**src/rtl/iobuffer_sampler_pkg.sv**
```systemverilog
// Shared state encoding, event record layout and edge polarity constants
// for the IO buffer receive-side sampler and its capture FIFO.
package iobuffer_sampler_pkg;

  localparam logic [1:0] ST_IDLE   = 2'd0;
  localparam logic [1:0] ST_SETTLE = 2'd1;
  localparam logic [1:0] ST_RUN    = 2'd2;

  typedef enum logic [1:0] {
    IDLE   = ST_IDLE,
    SETTLE = ST_SETTLE,
    RUN    = ST_RUN
  } state_e;

  localparam logic EDGE_RISE = 1'b1;
  localparam logic EDGE_FALL = 1'b0;

  // Event record is {polarity, timestamp}.
  function automatic int ev_width(input int ts_w);
    return 1 + ts_w;
  endfunction

endpackage

```
**src/rtl/iobuffer_evfifo.sv**
```systemverilog
// Synchronous DEPTH x W event FIFO; a push into a full FIFO only lands when
// a pop happens in the same cycle. Head data reads as zero while empty.
module iobuffer_evfifo #(
  parameter int DEPTH = 4,
  parameter int W     = 17
) (
  input  logic         clk,
  input  logic         rst_n,
  input  logic         push,
  input  logic [W-1:0] din,
  input  logic         pop,
  output logic [W-1:0] dout,
  output logic         full,
  output logic         empty
);

  localparam int AW = $clog2(DEPTH);
  localparam logic [AW:0] PTR_ONE = (AW + 1)'(1);

  logic [W-1:0] mem [DEPTH];
  logic [AW:0]  wr_ptr;
  logic [AW:0]  rd_ptr;
  logic         do_push;
  logic         do_pop;

  assign empty   = (wr_ptr == rd_ptr);
  assign full    = (wr_ptr[AW] != rd_ptr[AW]) && (wr_ptr[AW-1:0] == rd_ptr[AW-1:0]);
  assign do_pop  = pop && !empty;
  assign do_push = push && (!full || do_pop);
  assign dout    = empty ? '0 : mem[rd_ptr[AW-1:0]];

  always_ff @(posedge clk or negedge rst_n) begin
    if (!rst_n) begin
      wr_ptr <= '0;
      rd_ptr <= '0;
    end else begin
      if (do_push) wr_ptr <= wr_ptr + PTR_ONE;
      if (do_pop)  rd_ptr <= rd_ptr + PTR_ONE;
    end
  end

  // When full, the write slot is the head being popped this cycle.
  always_ff @(posedge clk) begin
    if (do_push) mem[wr_ptr[AW-1:0]] <= din;
  end

endmodule

```
**src/rtl/iobuffer_sampler.sv**
```systemverilog
// Receive-side pin sampler: synchronise, blank while the buffer direction
// settles, glitch-filter, and queue timestamped edge events.
//
//   state  | meaning
//   IDLE   | monitoring off, level held, filter counter cleared
//   SETTLE | direction settling, sampling blanked for SETTLE_CYCLES
//   RUN    | filtering s into level, emitting edge events
module iobuffer_sampler
  import iobuffer_sampler_pkg::*;
#(
  parameter int FILT_W        = 4,
  parameter int SETTLE_CYCLES = 8,
  parameter int DEPTH         = 4,
  parameter int TS_W          = 16
) (
  input  logic              clk,
  input  logic              rst_n,
  input  logic              pin_in,
  input  logic              mon_en,
  input  logic [FILT_W-1:0] filt_len,
  output logic              level,
  output logic              rise,
  output logic              fall,
  output logic              ev_valid,
  input  logic              ev_ready,
  output logic              ev_edge,
  output logic [TS_W-1:0]   ev_time,
  output logic              overflow,
  input  logic              ovf_clr
);

  localparam int EV_W = ev_width(TS_W);
  localparam int SW   = $clog2(SETTLE_CYCLES + 1);
  localparam logic [SW-1:0]     SETTLE_LOAD = SW'(SETTLE_CYCLES - 1);
  localparam logic [SW-1:0]     SETTLE_ONE  = SW'(1);
  localparam logic [FILT_W-1:0] CNT_ONE     = FILT_W'(1);
  localparam logic [TS_W-1:0]   TS_ONE      = TS_W'(1);

  logic              sync_q;
  logic              s;
  logic [TS_W-1:0]   ts;
  state_e            state, state_nx;
  logic [SW-1:0]     settle_cnt, settle_nx;
  logic [FILT_W-1:0] cnt, cnt_nx;
  logic              level_nx, rise_nx, fall_nx;
  logic              push, pop;
  logic              fifo_full, fifo_empty;
  logic [EV_W-1:0]   push_data, head;

  always_ff @(posedge clk or negedge rst_n) begin
    if (!rst_n) begin
      sync_q <= 1'b0;
      s      <= 1'b0;
      ts     <= '0;
    end else begin
      sync_q <= pin_in;
      s      <= sync_q;
      ts     <= ts + TS_ONE;
    end
  end

  always_ff @(posedge clk or negedge rst_n) begin
    if (!rst_n) begin
      state      <= IDLE;
      settle_cnt <= '0;
      cnt        <= '0;
      level      <= 1'b0;
      rise       <= 1'b0;
      fall       <= 1'b0;
    end else begin
      state      <= state_nx;
      settle_cnt <= settle_nx;
      cnt        <= cnt_nx;
      level      <= level_nx;
      rise       <= rise_nx;
      fall       <= fall_nx;
    end
  end

  always_comb begin
    state_nx  = state;
    settle_nx = settle_cnt;
    cnt_nx    = cnt;
    level_nx  = level;
    rise_nx   = 1'b0;
    fall_nx   = 1'b0;
    push      = 1'b0;
    if (!mon_en) begin
      state_nx = IDLE;
      cnt_nx   = '0;
    end else begin
      case (state)
        IDLE: begin
          state_nx  = SETTLE;
          settle_nx = SETTLE_LOAD;
          cnt_nx    = '0;
        end
        SETTLE: begin
          if (settle_cnt == '0) begin
            level_nx = s;
            state_nx = RUN;
          end else begin
            settle_nx = settle_cnt - SETTLE_ONE;
          end
        end
        RUN: begin
          // Equality compare: lowering filt_len below cnt waits for wrap.
          if (s != level) begin
            if (cnt == filt_len) begin
              level_nx = s;
              cnt_nx   = '0;
              rise_nx  = s;
              fall_nx  = !s;
              push     = 1'b1;
            end else begin
              cnt_nx = cnt + CNT_ONE;
            end
          end else begin
            cnt_nx = '0;
          end
        end
        default: state_nx = IDLE;
      endcase
    end
  end

  assign push_data = {(s ? EDGE_RISE : EDGE_FALL), ts};
  assign pop       = ev_ready && !fifo_empty;

  // A drop in the same cycle as a clear keeps the flag set.
  always_ff @(posedge clk or negedge rst_n) begin
    if (!rst_n) begin
      overflow <= 1'b0;
    end else if (push && fifo_full && !pop) begin
      overflow <= 1'b1;
    end else if (ovf_clr) begin
      overflow <= 1'b0;
    end
  end

  iobuffer_evfifo #(
    .DEPTH (DEPTH),
    .W     (EV_W)
  ) u_evfifo (
    .clk   (clk),
    .rst_n (rst_n),
    .push  (push),
    .din   (push_data),
    .pop   (pop),
    .dout  (head),
    .full  (fifo_full),
    .empty (fifo_empty)
  );

  assign ev_valid = !fifo_empty;
  assign ev_edge  = head[EV_W-1];
  assign ev_time  = head[TS_W-1:0];

endmodule

```
**config.mk**
```make
export PLATFORM = sky130hd
export DESIGN_NAME = iobuffer_sampler
export DESIGN_NICKNAME = d
export VERILOG_FILES = /design/src/rtl/iobuffer_sampler_pkg.sv /design/src/rtl/iobuffer_evfifo.sv /design/src/rtl/iobuffer_sampler.sv
export SDC_FILE = /design/constraint.sdc
export NUM_CORES = 1
export LEC_CHECK = 0
export CAP_MARGIN = 0
export CORE_MARGIN = 2
export CORE_UTILIZATION = 53
export CTS_CLUSTER_DIAMETER = 40
export CTS_CLUSTER_SIZE = 20
export DETAILED_ROUTE_END_ITERATION = 12
export PLACE_DENSITY = 0.82
export SYNTH_ARGS = -nofsm -noshare
export SYNTH_HDL_FRONTEND = slang
export SYNTH_HIERARCHICAL = 1
export SYNTH_SLANG_ARGS = --single-unit
```
**constraint.sdc**
```tcl
create_clock -name clk -period 3.55 [get_ports clk]
set_clock_uncertainty 0.15 [all_clocks]
set_input_delay 1.065 -clock clk [delete_from_list [all_inputs] [get_ports clk]]
set_output_delay 1.065 -clock clk [all_outputs]
set_load 0.02 [all_outputs]
```
==> results.md <==
Routing:
- The count of nets left with antenna violations after detail routing is 0.
- The total DRC errors in the routed layout is 0.
- The detailed-routing iteration count for the pre-antenna-repair pass is 4.
- The average via count per standard cell is 5.58.
- The final layout contains routed wiring with a total length of 7650 um.
- The detailed router placed 2435 vias in this run.
- After detailed routing, the average wire length per cell comes to 17.5 um.
- The number of DRC violations after detailed-routing iteration 0 is 82.

STA:
- Setup violations remaining at the end of the flow were counted as 0.
- The final clock period utilization by the worst path is 97.4%.
- Setup repair after global routing left no endpoint under its margin.
- On the final layout, the worst hold slack is 221 ps.
- The slew at the pin closest to its max-slew limit is roughly 870 ps.
- In this run the tightest slew margin relative to its limit is 42.1%.
- The number of endpoints with negative hold slack in the final report came to 0.
- The total negative setup slack is 0 ps.
- The worst path meets setup with 93.2 ps of slack.
- The minimum period implied by the final worst setup slack is approximately 3500 ps.
- For this run, the top clock speed supported by timing is 0.289 GHz.
- The number of max-slew violations in the final report was 0.

Run:
- The max-cap violation count is 0.

Critical path:
- The worst register-to-register path ends at u_evfifo/mem[0][2].
- In this run the critical register-to-register path is launched from u_evfifo/wr_ptr[1].
- The element type at the critical path start is a register.
- Data on the critical path arrives at its endpoint at 2240 ps.
- The critical path starts at u_evfifo/rd_ptr[0].
- The worst path required time is ~2300 ps.
- The cell count of the worst reg-to-reg path is 6.
- The type of the setup path with the least slack is reg -> out.
- The highest net fanout along the worst path is 11.
- The nature of the critical path endpoint is a primary output.
- The critical path ends at ev_time[7].
- For flop-to-flop paths, the worst setup slack is approximately 1100 ps.

Floorplan:
- After floorplanning, the core was divided into 33 placement rows.
- The area of the core is 8260 um2.
- For this configuration, the core starts out at a cell density of a little over half.
- The area of the die is 9310 um2.
- Pin placement for this block handled 32 I/O pins.
- The die width is 96.5 um.
- The die height is 96.5 um.

Finish:
- The antenna diode instance count is 0.
- The area of the multi-input gates is 1470 um2.
- The number of nets in the finished design is 344.
- The proportion of layout cells with a drive suffix above 1 is 17.2%.
- The layout-stage area growth over the synthesis result is 16.3%.
- Fill cells in the final layout number ~580.
- The finished cells cover 5280 um2.
- The area of all sequential standard cells is 3000 um2.

Clocking:
- Counting the buffers created by CTS gives 9.
- TritonCTS built the clock tree.
- The H-tree was split into 3 levels.
- The tree built by TritonCTS fans out to 106 sinks.
- The tree is rooted in a clkbuf_8.
- The clock reaches the later pin of the worst-skew pair after between 300 and 400 ps.
- The clock-pin slew of the registers on the worst-case setup and hold paths is 100 ps.
- The number of hold buffers added after cts is 0.
- The number of buffers on the longest clock path is 2.

Placed design:
- The cell area after placement is 5010 um2.
- The placer's final routability congestion estimate is 0.796.
- The final HPWL from detailed placement is between 5000 and 6000 um.
- The post-placement setup slack is 286 ps.
- The count of input and output buffers is 31.

Logic synthesis:
- The synthesized design spends more area on one cell type than any other, namely edfxtp_1.
- The cell area that synthesis handed to floorplanning was 4540 um2.
- The average instance in the mapped netlist occupies around 16 um2.
- The total nets after synthesis is 295.
- The fraction of synthesis flops using an asynchronous set or reset pin is 35.8%.
- For this run, the register share of the synthesized area comes to about two thirds.
- By count the netlist is led by edfxtp_1 (68), dfrtp_1 (38), nor2b_1 (20).
- Ranked by total cell area, the synthesized netlist is headed by edfxtp_1 (45%), dfrtp_1 (21%), mux4_2 (6.0%), xnor2_1 (3.7%), mux4_1 (2.9%).
- The share of synthesized area in the top cell type comes to between 40% and 50%.
- The number of library cell types mapped by synthesis is 46.
- Among all cell types in the netlist, the one instantiated most often is edfxtp_1.
- The synthesized design contains 68 enable-type register cells.
- Counting flops and latches in the post-synthesis netlist gives between 100 and 150.
- Counting every instance in the synthesized netlist gives 277.
- The number of warning messages in the yosys log is 6.
- The main flop type after synthesis is edfxtp_1.

GRT:
- Entering global routing, the biggest net connects 39 pins.
- The global-route wire length before repair is 12200 um.
- Global routing used 18.1% of the available tracks.
- The via count of the first global-routing pass is 2426.
- The remaining global-route overflow is 0.
- The initial antenna violation count is 0.

Pwr:
- The cell area power density is 402 nW/um2.
- The largest voltage drop on the vdd net is 0.000350 V.
- For this design the static power due to leakage is between 0.002 and 0.0025 uW.

Status:
- The run finished with clean final reports.

Worst hold path:
- The tightest min-delay check is of the reg -> reg type.
- The startpoint identified for the worst hold timing path is sync_q.
[where the power goes]
part / switching (uW) / internal [uW] / total, uW
clock: 418 / 338 / 756
sequential: 9.83 / 1310 / 1320
combinational: 24.2 / 22.5 / 46.6
total: 452 / 1670 / 2120
[worst max-delay path, cell delays in order, from the launching register on]
cell and delay (ps):
dfrtp_2 470, buf_8 200, mux4_1 550, nor2b_1 140, clkdlybuf4s50_1 530
[cell usage in the layout, fill, tap and decap left out, types with 3 or more instances in the layout]
| master | Yosys | final |
|---|---|---|
| buf_4 | 1 | 12 |
| mux4_2 | 12 | 12 |
| dlymetal6s2s_1 | 0 | 6 |
| clkbuf_8 | 0 | 9 |
| dfrtp_1 | 38 | 35 |
| nor2_1 | 4 | 4 |
| mux4_1 | 5 | 5 |
| edfxtp_1 | 68 | 68 |
| nand2b_1 | 3 | 3 |
| nor3_1 | 3 | 3 |
| ha_1 | 8 | 8 |
| clkdlybuf4s50_1 | 0 | 23 |
| nand2_1 | 8 | 8 |
| and3_1 | 6 | 6 |
| xor2_1 | 7 | 6 |
| nand4_1 | 5 | 5 |
| and4_1 | 3 | 3 |
| nor2b_1 | 20 | 20 |
| xnor2_1 | 19 | 19 |
| and2_1 | 3 | 3 |
| nand3_1 | 14 | 14 |
| inv_1 | 10 | 10 |
| dfrtp_2 | 0 | 3 |
| o21ai_0 | 5 | 5 |
[cell type report]
type	instances	area share, %
sequential	106	56.8
inverter	10	0.712
timing repair buffer	45	8.25
clock inverter	7	1.59
multi-input combinational	154	27.8
clock buffer	9	2.35
tap	105	2.49
[sequential cells by signal, indices dropped and copies added (netlist names)]
signal and cells:
rise 1, u_evfifo/wr_ptr 3, u_evfifo/mem 68, fall 1, cnt 4, state 2, u_evfifo/rd_ptr 3, level 1
settle_cnt 4, sync_q 1, ts 16, s 1, overflow 1
[stage by stage]
stage	util (%)	total power, uW	cells
floorplan	-	1370	277
global placement	60.7	1390	417
detailed placement	60.7	1390	417
CTS	63.3	2130	433
global route	63.9	2200	436
finish	63.9	2120	436
[timing repair]
action | in CTS | in global routing
gates resized for setup | 5 | 9
endpoints found under the setup margin | 16 | 16
buffers inserted | 0 | 3
pin swaps | 0 | 1
endpoints found under the hold margin | 0 | 0
[how the worst min path moves through the flow]
stage	cells after the start	slack, ps	end
CTS	0	220	s
finish	0	220	s
global placement	0	200	s
detailed placement	0	200	s
floorplan	0	180	s
global route	0	250	s
[routing by layer]
metal  up-vias  share of wire, %  track usage [%]
met2        44                51             29.7
met5         -                 0                0
li1       1147                 -                -
met1      1234                43             23.4
met3        10               3.9             4.65
met4         0               2.0             7.16
[cells by family (layout without fill, tap and decap cells)]
kind of cell    count (synthesis)  count (layout)  share of synthesized area, %
compound gates                 18              18                          3.25
xor+xnor                       28              28                          6.23
fa+ha+maj                       8               8                          2.21
buf+inv                        17              71                          1.85
flops                         106             106                          66.0
mux                            21              21                          9.82
simple gates                   79              79                          10.6
No activity file was read; power rests on OpenSTA's default activity.
